`config.mk`:
```
export PLATFORM = sky130hd
export DESIGN_NAME = count_display
export DESIGN_NICKNAME = d
export VERILOG_FILES = /design/src/rtl/display_pkg.sv /design/src/rtl/bin2bcd_seq.sv /design/src/rtl/count_display.sv
export SDC_FILE = /design/constraint.sdc
export NUM_CORES = 1
export LEC_CHECK = 0
export CELL_PAD_IN_SITES_DETAIL_PLACEMENT = 1
export CELL_PAD_IN_SITES_GLOBAL_PLACEMENT = 2
export CORE_UTILIZATION = 42
export CTS_BUF_LIST = sky130_fd_sc_hd__clkbuf_4
export CTS_CLUSTER_SIZE = 12
export DETAILED_ROUTE_END_ITERATION = 16
export DONT_BUFFER_PORTS = 1
export GPL_ROUTABILITY_DRIVEN = 0
export PLACE_DENSITY = 0.79
export SETUP_SLACK_MARGIN = 0.05
export SYNTH_ARGS = -nofsm -noshare
export SYNTH_HDL_FRONTEND = slang
export SYNTH_SLANG_ARGS = --single-unit
```
`constraint.sdc`:
```
create_clock -name clock -period 2.9 [get_ports clock]
set_input_delay 0.435 -clock clock [delete_from_list [all_inputs] [get_ports clock]]
set_output_delay 0.435 -clock clock [all_outputs]
set_load 0.02 [all_outputs]
```
`src/rtl/display_pkg.sv`:
```
// Shared definitions for the count display: segment codes, converter FSM states,
// anode slot patterns and small helpers used by the converter and the top level.
// No ports; pure constants/functions, zero latency, no flow control.
package display_pkg;

    // Converter FSM states.
    typedef enum logic [1:0] {
        ST_IDLE  = 2'd0,
        ST_SHIFT = 2'd1,
        ST_DONE  = 2'd2
    } conv_state_t;

    // Number of double-dabble iterations for an 8-bit input.
    localparam int BCD_STEPS = 8;

    // Active-low segment codes, ordered {g,f,e,d,c,b,a}.
    localparam logic [6:0] SEG_0     = 7'b1000000;
    localparam logic [6:0] SEG_1     = 7'b1111001;
    localparam logic [6:0] SEG_2     = 7'b0100100;
    localparam logic [6:0] SEG_3     = 7'b0110000;
    localparam logic [6:0] SEG_4     = 7'b0011001;
    localparam logic [6:0] SEG_5     = 7'b0010010;
    localparam logic [6:0] SEG_6     = 7'b0000010;
    localparam logic [6:0] SEG_7     = 7'b1111000;
    localparam logic [6:0] SEG_8     = 7'b0000000;
    localparam logic [6:0] SEG_9     = 7'b0010000;
    localparam logic [6:0] SEG_BLANK = 7'b1111111;

    // Active-low anode patterns per scan slot; an[0] is the rightmost digit.
    localparam logic [3:0] AN_ONES = 4'b1110;
    localparam logic [3:0] AN_TENS = 4'b1101;
    localparam logic [3:0] AN_HUNS = 4'b1011;
    localparam logic [3:0] AN_OFF  = 4'b1111;

    // Scan slot indices.
    localparam logic [1:0] SLOT_ONES  = 2'd0;
    localparam logic [1:0] SLOT_TENS  = 2'd1;
    localparam logic [1:0] SLOT_HUNS  = 2'd2;

    // BCD digit to active-low segments; non-decimal nibbles show nothing.
    function automatic logic [6:0] seg_decode(input logic [3:0] digit);
        logic [6:0] code;
        case (digit)
            4'd0:    code = SEG_0;
            4'd1:    code = SEG_1;
            4'd2:    code = SEG_2;
            4'd3:    code = SEG_3;
            4'd4:    code = SEG_4;
            4'd5:    code = SEG_5;
            4'd6:    code = SEG_6;
            4'd7:    code = SEG_7;
            4'd8:    code = SEG_8;
            4'd9:    code = SEG_9;
            default: code = SEG_BLANK;
        endcase
        return code;
    endfunction

    // Double-dabble correction: a nibble of 5 or more would overflow past 9
    // after the next doubling, so pre-add 3 to carry into the next digit.
    function automatic logic [3:0] dabble_adj(input logic [3:0] nib);
        return (nib >= 4'd5) ? (nib + 4'd3) : nib;
    endfunction

endpackage

```
`src/rtl/bin2bcd_seq.sv`:
```
// Sequential 8-bit binary to 3-digit BCD converter (double dabble, one bit per cycle).
// Latency: start edge + 8 shift cycles, then one DONE cycle with done=1; busy while not idle.
// Backpressure: none; start is honoured only in IDLE, caller must wait for busy=0.
// Ports: clock, reset (async, active-high), start, bin[7:0] in;
//        busy, done (high for the single DONE cycle), bcd[11:0] {hun,ten,one} out.
module bin2bcd_seq
    import display_pkg::*;
(
    input  logic        clock,
    input  logic        reset,
    input  logic        start,
    input  logic [7:0]  bin,
    output logic        busy,
    output logic        done,
    output logic [11:0] bcd
);

    conv_state_t r_state;
    conv_state_t w_state_nxt;

    logic [7:0]  r_bin;
    logic [11:0] r_bcd;
    logic [2:0]  r_cnt;

    logic [11:0] w_adj;
    logic [19:0] w_shifted;
    logic        w_last_step;

    // Correct every nibble, then shift the combined {bcd, bin} register left.
    assign w_adj       = {dabble_adj(r_bcd[11:8]), dabble_adj(r_bcd[7:4]), dabble_adj(r_bcd[3:0])};
    assign w_shifted   = {w_adj[10:0], r_bin, 1'b0};
    assign w_last_step = (r_cnt == 3'(BCD_STEPS - 1));

    always_ff @(posedge clock or posedge reset) begin
        if (reset) begin
            r_state <= ST_IDLE;
        end else begin
            r_state <= w_state_nxt;
        end
    end

    always_comb begin
        w_state_nxt = r_state;
        case (r_state)
            ST_IDLE:  if (start) w_state_nxt = ST_SHIFT;
            ST_SHIFT: if (w_last_step) w_state_nxt = ST_DONE;
            ST_DONE:  w_state_nxt = ST_IDLE;
            default:  w_state_nxt = ST_IDLE;
        endcase
    end

    always_ff @(posedge clock or posedge reset) begin
        if (reset) begin
            r_bin <= '0;
            r_bcd <= '0;
            r_cnt <= '0;
        end else begin
            case (r_state)
                ST_IDLE: begin
                    if (start) begin
                        r_bin <= bin;
                        r_bcd <= '0;
                        r_cnt <= '0;
                    end
                end
                ST_SHIFT: begin
                    r_bcd <= w_shifted[19:8];
                    r_bin <= w_shifted[7:0];
                    r_cnt <= r_cnt + 3'd1;
                end
                default: ;
            endcase
        end
    end

    assign busy = (r_state != ST_IDLE);
    assign done = (r_state == ST_DONE);
    assign bcd  = r_bcd;

endmodule

```
`src/rtl/count_display.sv`:
```
// Shows the 8-bit counter value as decimal 000-255 on a 4-digit multiplexed
// common-anode seven-segment display, with optional leading-zero blanking.
// Latency: DATA sampled at IDLE edge k, display/bcd_valid update at edge k+9; no backpressure
// (DATA is re-compared against the shown value whenever the converter is idle).
// Ports: clock, reset (async, active-high), DATA[7:0] in;
//        seg[6:0] {g..a} active-low, an[3:0] active-low (an[0]=ones), dp (always 1),
//        bcd_valid (one-cycle pulse on display register update) out.
module count_display
    import display_pkg::*;
#(
    parameter int REFRESH_DIV   = 100000,
    parameter bit BLANK_LEADING = 1'b1
) (
    input  logic       clock,
    input  logic       reset,
    input  logic [7:0] DATA,
    output logic [6:0] seg,
    output logic [3:0] an,
    output logic       dp,
    output logic       bcd_valid
);

    localparam int RW = (REFRESH_DIV > 1) ? $clog2(REFRESH_DIV) : 1;
    localparam logic [RW-1:0] REFRESH_LAST = RW'(REFRESH_DIV - 1);

    // Converter handshake.
    logic        w_busy;
    logic        w_done;
    logic [11:0] w_bcd;
    logic        w_start;

    // Display state.
    logic [7:0]  r_shown;
    logic [7:0]  r_pending;
    logic [3:0]  r_hun;
    logic [3:0]  r_ten;
    logic [3:0]  r_one;
    logic        r_bcd_valid;

    // Scan state and registered pins.
    logic [RW-1:0] r_refresh;
    logic [1:0]    r_slot;
    logic [6:0]    r_seg;
    logic [3:0]    r_an;

    logic        w_tc;
    logic [1:0]  w_slot_nxt;
    logic [3:0]  w_hun_nxt;
    logic [3:0]  w_ten_nxt;
    logic [3:0]  w_one_nxt;
    logic [6:0]  w_seg_nxt;
    logic [3:0]  w_an_nxt;

    // A new conversion starts only from IDLE and only when the value differs
    // from what is on the display, so a held DATA costs no conversions.
    assign w_start = !w_busy && (DATA != r_shown);

    bin2bcd_seq u_bin2bcd (
        .clock (clock),
        .reset (reset),
        .start (w_start),
        .bin   (DATA),
        .busy  (w_busy),
        .done  (w_done),
        .bcd   (w_bcd)
    );

    always_ff @(posedge clock or posedge reset) begin
        if (reset) begin
            r_shown     <= '0;
            r_pending   <= '0;
            r_hun       <= '0;
            r_ten       <= '0;
            r_one       <= '0;
            r_bcd_valid <= 1'b0;
        end else begin
            r_bcd_valid <= w_done;
            if (w_start) begin
                r_pending <= DATA;
            end
            if (w_done) begin
                r_hun   <= w_bcd[11:8];
                r_ten   <= w_bcd[7:4];
                r_one   <= w_bcd[3:0];
                r_shown <= r_pending;
            end
        end
    end

    // Refresh divider: each slot is held for REFRESH_DIV cycles.
    assign w_tc       = (r_refresh == REFRESH_LAST);
    assign w_slot_nxt = w_tc ? (r_slot + 2'd1) : r_slot;

    always_ff @(posedge clock or posedge reset) begin
        if (reset) begin
            r_refresh <= '0;
            r_slot    <= SLOT_ONES;
        end else begin
            r_refresh <= w_tc ? '0 : (r_refresh + RW'(1));
            r_slot    <= w_slot_nxt;
        end
    end

    // Pins are driven from registers, so the decode below looks at the values
    // the digit and slot registers are about to take; that way seg/an change
    // on the same edge as the slot advance or the display update.
    assign w_hun_nxt = w_done ? w_bcd[11:8] : r_hun;
    assign w_ten_nxt = w_done ? w_bcd[7:4]  : r_ten;
    assign w_one_nxt = w_done ? w_bcd[3:0]  : r_one;

    always_comb begin
        w_an_nxt  = AN_OFF;
        w_seg_nxt = SEG_BLANK;
        case (w_slot_nxt)
            SLOT_ONES: begin
                w_an_nxt  = AN_ONES;
                w_seg_nxt = seg_decode(w_one_nxt);
            end
            SLOT_TENS: begin
                if (!(BLANK_LEADING && (w_hun_nxt == 4'd0) && (w_ten_nxt == 4'd0))) begin
                    w_an_nxt  = AN_TENS;
                    w_seg_nxt = seg_decode(w_ten_nxt);
                end
            end
            SLOT_HUNS: begin
                if (!(BLANK_LEADING && (w_hun_nxt == 4'd0))) begin
                    w_an_nxt  = AN_HUNS;
                    w_seg_nxt = seg_decode(w_hun_nxt);
                end
            end
            default: ; // fourth slot is always dark
        endcase
    end

    always_ff @(posedge clock or posedge reset) begin
        if (reset) begin
            r_seg <= SEG_0;
            r_an  <= AN_ONES;
        end else begin
            r_seg <= w_seg_nxt;
            r_an  <= w_an_nxt;
        end
    end

    assign seg       = r_seg;
    assign an        = r_an;
    assign dp        = 1'b1;
    assign bcd_valid = r_bcd_valid;

endmodule

```
==> impl_metrics.py <==
metrics = {
    "synth": {
        "synth_top_family_by_area": "simple AND/OR/NAND/NOR gates",
        "yosysSeqAreaShare_pct": 46.7,
        "synth_xor_area_share_pct": 5.31,
        "synthMuxAreaShare_pct": 3.46,
        "yosys-top-cells-area": "dfrtp_1 45%, ha_1 5.9%, nand2_1 4.5%",
        "synth_compound_area_share_pct": 15.1,
        "synth_seq_cells": 83,
        "yosys_warnings": 0,
        "synth_edf_count": 0,
        "syn_inst": 468,
        "postSynthAreaPerCell_um2": 9.51,
        "yosysTopAreaCell": "dfrtp_1",
        "synthDominantCellAreaShare_pct": 45.0,
        "synth_ff_type": "dfrtp_1",
        "synth_cell_type_count": 57,
        "synth_fa_ha_area_share_pct": 5.90,
        "synth_simple_gate_area_share_pct": 18.5,
        "async_reset_ff_share_pct": 100,
        "syn_area_um2": 4450,
    },
    "timing": {
        "clock_skew_ns": 0.0205,
        "finalSetupViolations": 0,
        "max_clock_freq_ghz": 0.375,
        "tightest_slew_ns": 0.605,
        "finalHoldViolations": 0,
        "relSlewSlack_pct": 58.5,
        "grt_setup_unrepaired": "false",
        "min_period_over_period_pct": 91.9,
        "hold-worst-slack_ns": 0.200,
        "report.final.slew_viol_count": 0,
        "layout_setup_ws_ns": 0.235,
        "period_minus_slack_ns": 2.67,
        "setup_tns_ns": 0,
    },
    "drt": {
        "vias": 3433,
        "wl_met2_um": 5210,
        "drt-pass1-iter-count": 4,
        "top_layer": "met4",
        "route.met3.wl_um": 410,
        "drt_iter0_markers": 130,
        "wl_met1_um": 5120,
        "vias_per_cell": 5.57,
        "final_antenna_net_count": 0,
        "wirelength_um": 11000,
        "drc": 0,
        "wl_per_cell_um": 17.8,
    },
    "clock_network": {
        "clkTransAtPathRegs_ns": 0.12,
        "h-tree-depth": 3,
        "cts_root_buf": "clkbuf_4",
        "cts.path.max_buffers": 2,
        "cts-buffers-inserted": 9,
        "clkLatencyLatePin_ns": 0.44,
        "cts.sinks": 83,
        "cts_tree": "done",
    },
    "layout": {
        "fillers": 1184,
        "design_area_um2": 4790,
        "layout_commonest_cell": "dfrtp_1",
        "regArea_um2": 2080,
        "utilization_pct": 46.6,
        "area_growth_pct": 7.59,
        "multi_input_area_um2": 2160,
        "final_cell_mix": "80 x dfrtp_1, 53 x nand2_1, 35 x o21ai_0, 31 x inv_1, 30 x nor2_1",
        "antenna_cells": 0,
        "drive_gt1_share_pct": 10.0,
        "final_cells": 616,
        "nNetsFinal": 507,
    },
    "min_path": {
        "min_path_type": "in2reg",
        "holdPathStages": 2,
    },
    "global_routing": {
        "grt_max_degree": 60,
        "first_global_vias": 3555,
        "grt_antenna_before_repair": 0,
        "grt_use_total_pct": 21.5,
        "overflow": 0,
        "grt_pass1_wl_um": 18300,
    },
    "setup_path": {
        "cp-end-kind": "flip-flop",
        "critical_path.max_fanout": 10,
        "crit_buf_inv": 2,
        "worstPathRequired_ns": 3.23,
        "path_delay_family": "compound AO/OA/AOI/OAI gates",
        "cp.depth": 9,
        "cp_cell_sequence": "nand2b_1 > buf_4 > mux2_2 > inv_1 > ha_1 > a41o_1 > o31ai_1 > o211ai_1 > o2bb2ai_1",
        "reg2regPathDepth": 9,
        "startpoint_type": "flip-flop",
        "critPathMaxStageDelay_ns": 0.45,
        "crit_type": "reg2reg",
        "worst_ep_arrival_time_ns": 2.99,
        "slowest_stage": "dfrtp_1",
    },
    "place": {
        "place_inst": 600,
        "dp_hpwl_um": 7970,
        "post-place-ws_ns": 0.296,
        "portBuffers": 0,
        "dpl-instance-area_um2": 4650,
    },
    "die": {
        "initial_core_util_pct": 43.3,
        "pin_count": 23,
        "die_w_um": 105,
        "num_rows": 37,
        "die_h_um": 105,
        "design.core.area_um2": 10300,
        "die_area_um2": 11000,
    },
    "power": {
        "irDropWorstVdd_mv": 0.395,
        "totalPowerFinal_mw": 4.47,
        "powerDensity_nw_per_um2": 933,
        "p_leak_nw": 2.22,
    },
    "flow_run": {
        "cap_violations": 0,
    },
    "run_status": {
        "outcome": "completed",
    },
}
[cells by family after synthesis]
group	Yosys count
other	1
xor gates and xnor gates	27
DFF	83
and+or+nand+nor	166
AOI/OAI and AO/OA	105
muxes	13
adders and majority gates	21
buffers and inverters	52
[repair_timing]
action / CTS / global route
resized for setup: 0 / 0
setup endpoints to repair: 0 / 0
endpoints found under the hold margin: 24 / 0
setup buffers: 0 / 0
hold buffers: 1 / 0
[power by group]
group          total (mW)  switching (mW)  internal [mW]
Sequential           1.88           0.352           1.53
Combinational        1.93            1.15          0.781
Clock               0.662           0.390          0.272
Total                4.47            1.89           2.58
[final timing paths]
check	from	end	slack (ns)
worst max-delay path	u_bin2bcd.r_state[0]$_DFFE_PP0P_	seg[2]$_DFF_PP0_	0.23
worst min-delay path	DATA[0]	u_bin2bcd.r_bin[0]$_DFFE_PP0P_	0.20
worst max register to register	u_bin2bcd.r_state[0]$_DFFE_PP0P_	seg[2]$_DFF_PP0_	0.23
worst min register to register	r_pending[0]$_DFFE_PP0P_	r_shown[0]$_DFFE_PP0P_	0.49
max in group asynchronous	reset	an[1]$_DFF_PP1_	1.73
min in group asynchronous	reset	u_bin2bcd.bcd[0]$_DFFE_PP0P_	0.47
[routing by layer]
layer,up-vias,global-route usage (%)
li1,1653,-
met1,1691,28.1
met2,72,34.4
met3,17,3.99
met4,0,9.86
met5,-,0
[area by class of cell]
cell class	instances	share of cell area (%)
multi-input combinational	334	45.1
sequential	83	43.4
tap	136	3.55
timing repair buffer	15	2.66
inverter	33	2.61
clock buffer	11	1.72
clock inverter	4	0.888
[registers in the layout (all words and copies together), names as in the netlist, 2 cells and up]
signal,cells
an,3
r_shown,8
u_bin2bcd.r_cnt,3
r_hun,4
r_slot,2
u_bin2bcd.r_bin,8
r_refresh,17
u_bin2bcd.bcd,12
r_ten,4
r_one,4
seg,7
r_pending,8
u_bin2bcd.r_state,2
[cell usage after synthesis (2+ instances only)]
cell	count
a21o_1	7
a21oi_1	14
o31ai_1	6
o22ai_1	4
clkbuf_1	12
mux2i_1	5
nor3b_1	3
ha_1	21
mux2_2	6
a221o_1	7
xor2_1	6
and3_1	2
or4b_2	2
nand2_1	53
o211ai_1	3
nor2_1	30
nand4_1	8
o21ai_1	6
buf_4	3
a31oi_1	5
a211oi_1	5
or4_4	2
dfrtp_1	80
inv_1	32
and4_1	3
nand3_1	28
nand2b_1	7
xnor2_1	21
buf_2	3
o21ai_0	36
o2111ai_1	2
dfstp_2	3
o221ai_1	2
nor3_1	14
and2_1	5
[worst register-to-register path, cell delays in order (launching register included)]
cell and delay (ns):
dfrtp_1 0.45, nand2b_1 0.25, buf_4 0.21, mux2_2 0.28, inv_1 0.11, ha_1 0.31
a41o_1 0.29, o31ai_1 0.34, o211ai_1 0.17, o2bb2ai_1 0.15
(Power assumes the default switching activity.)
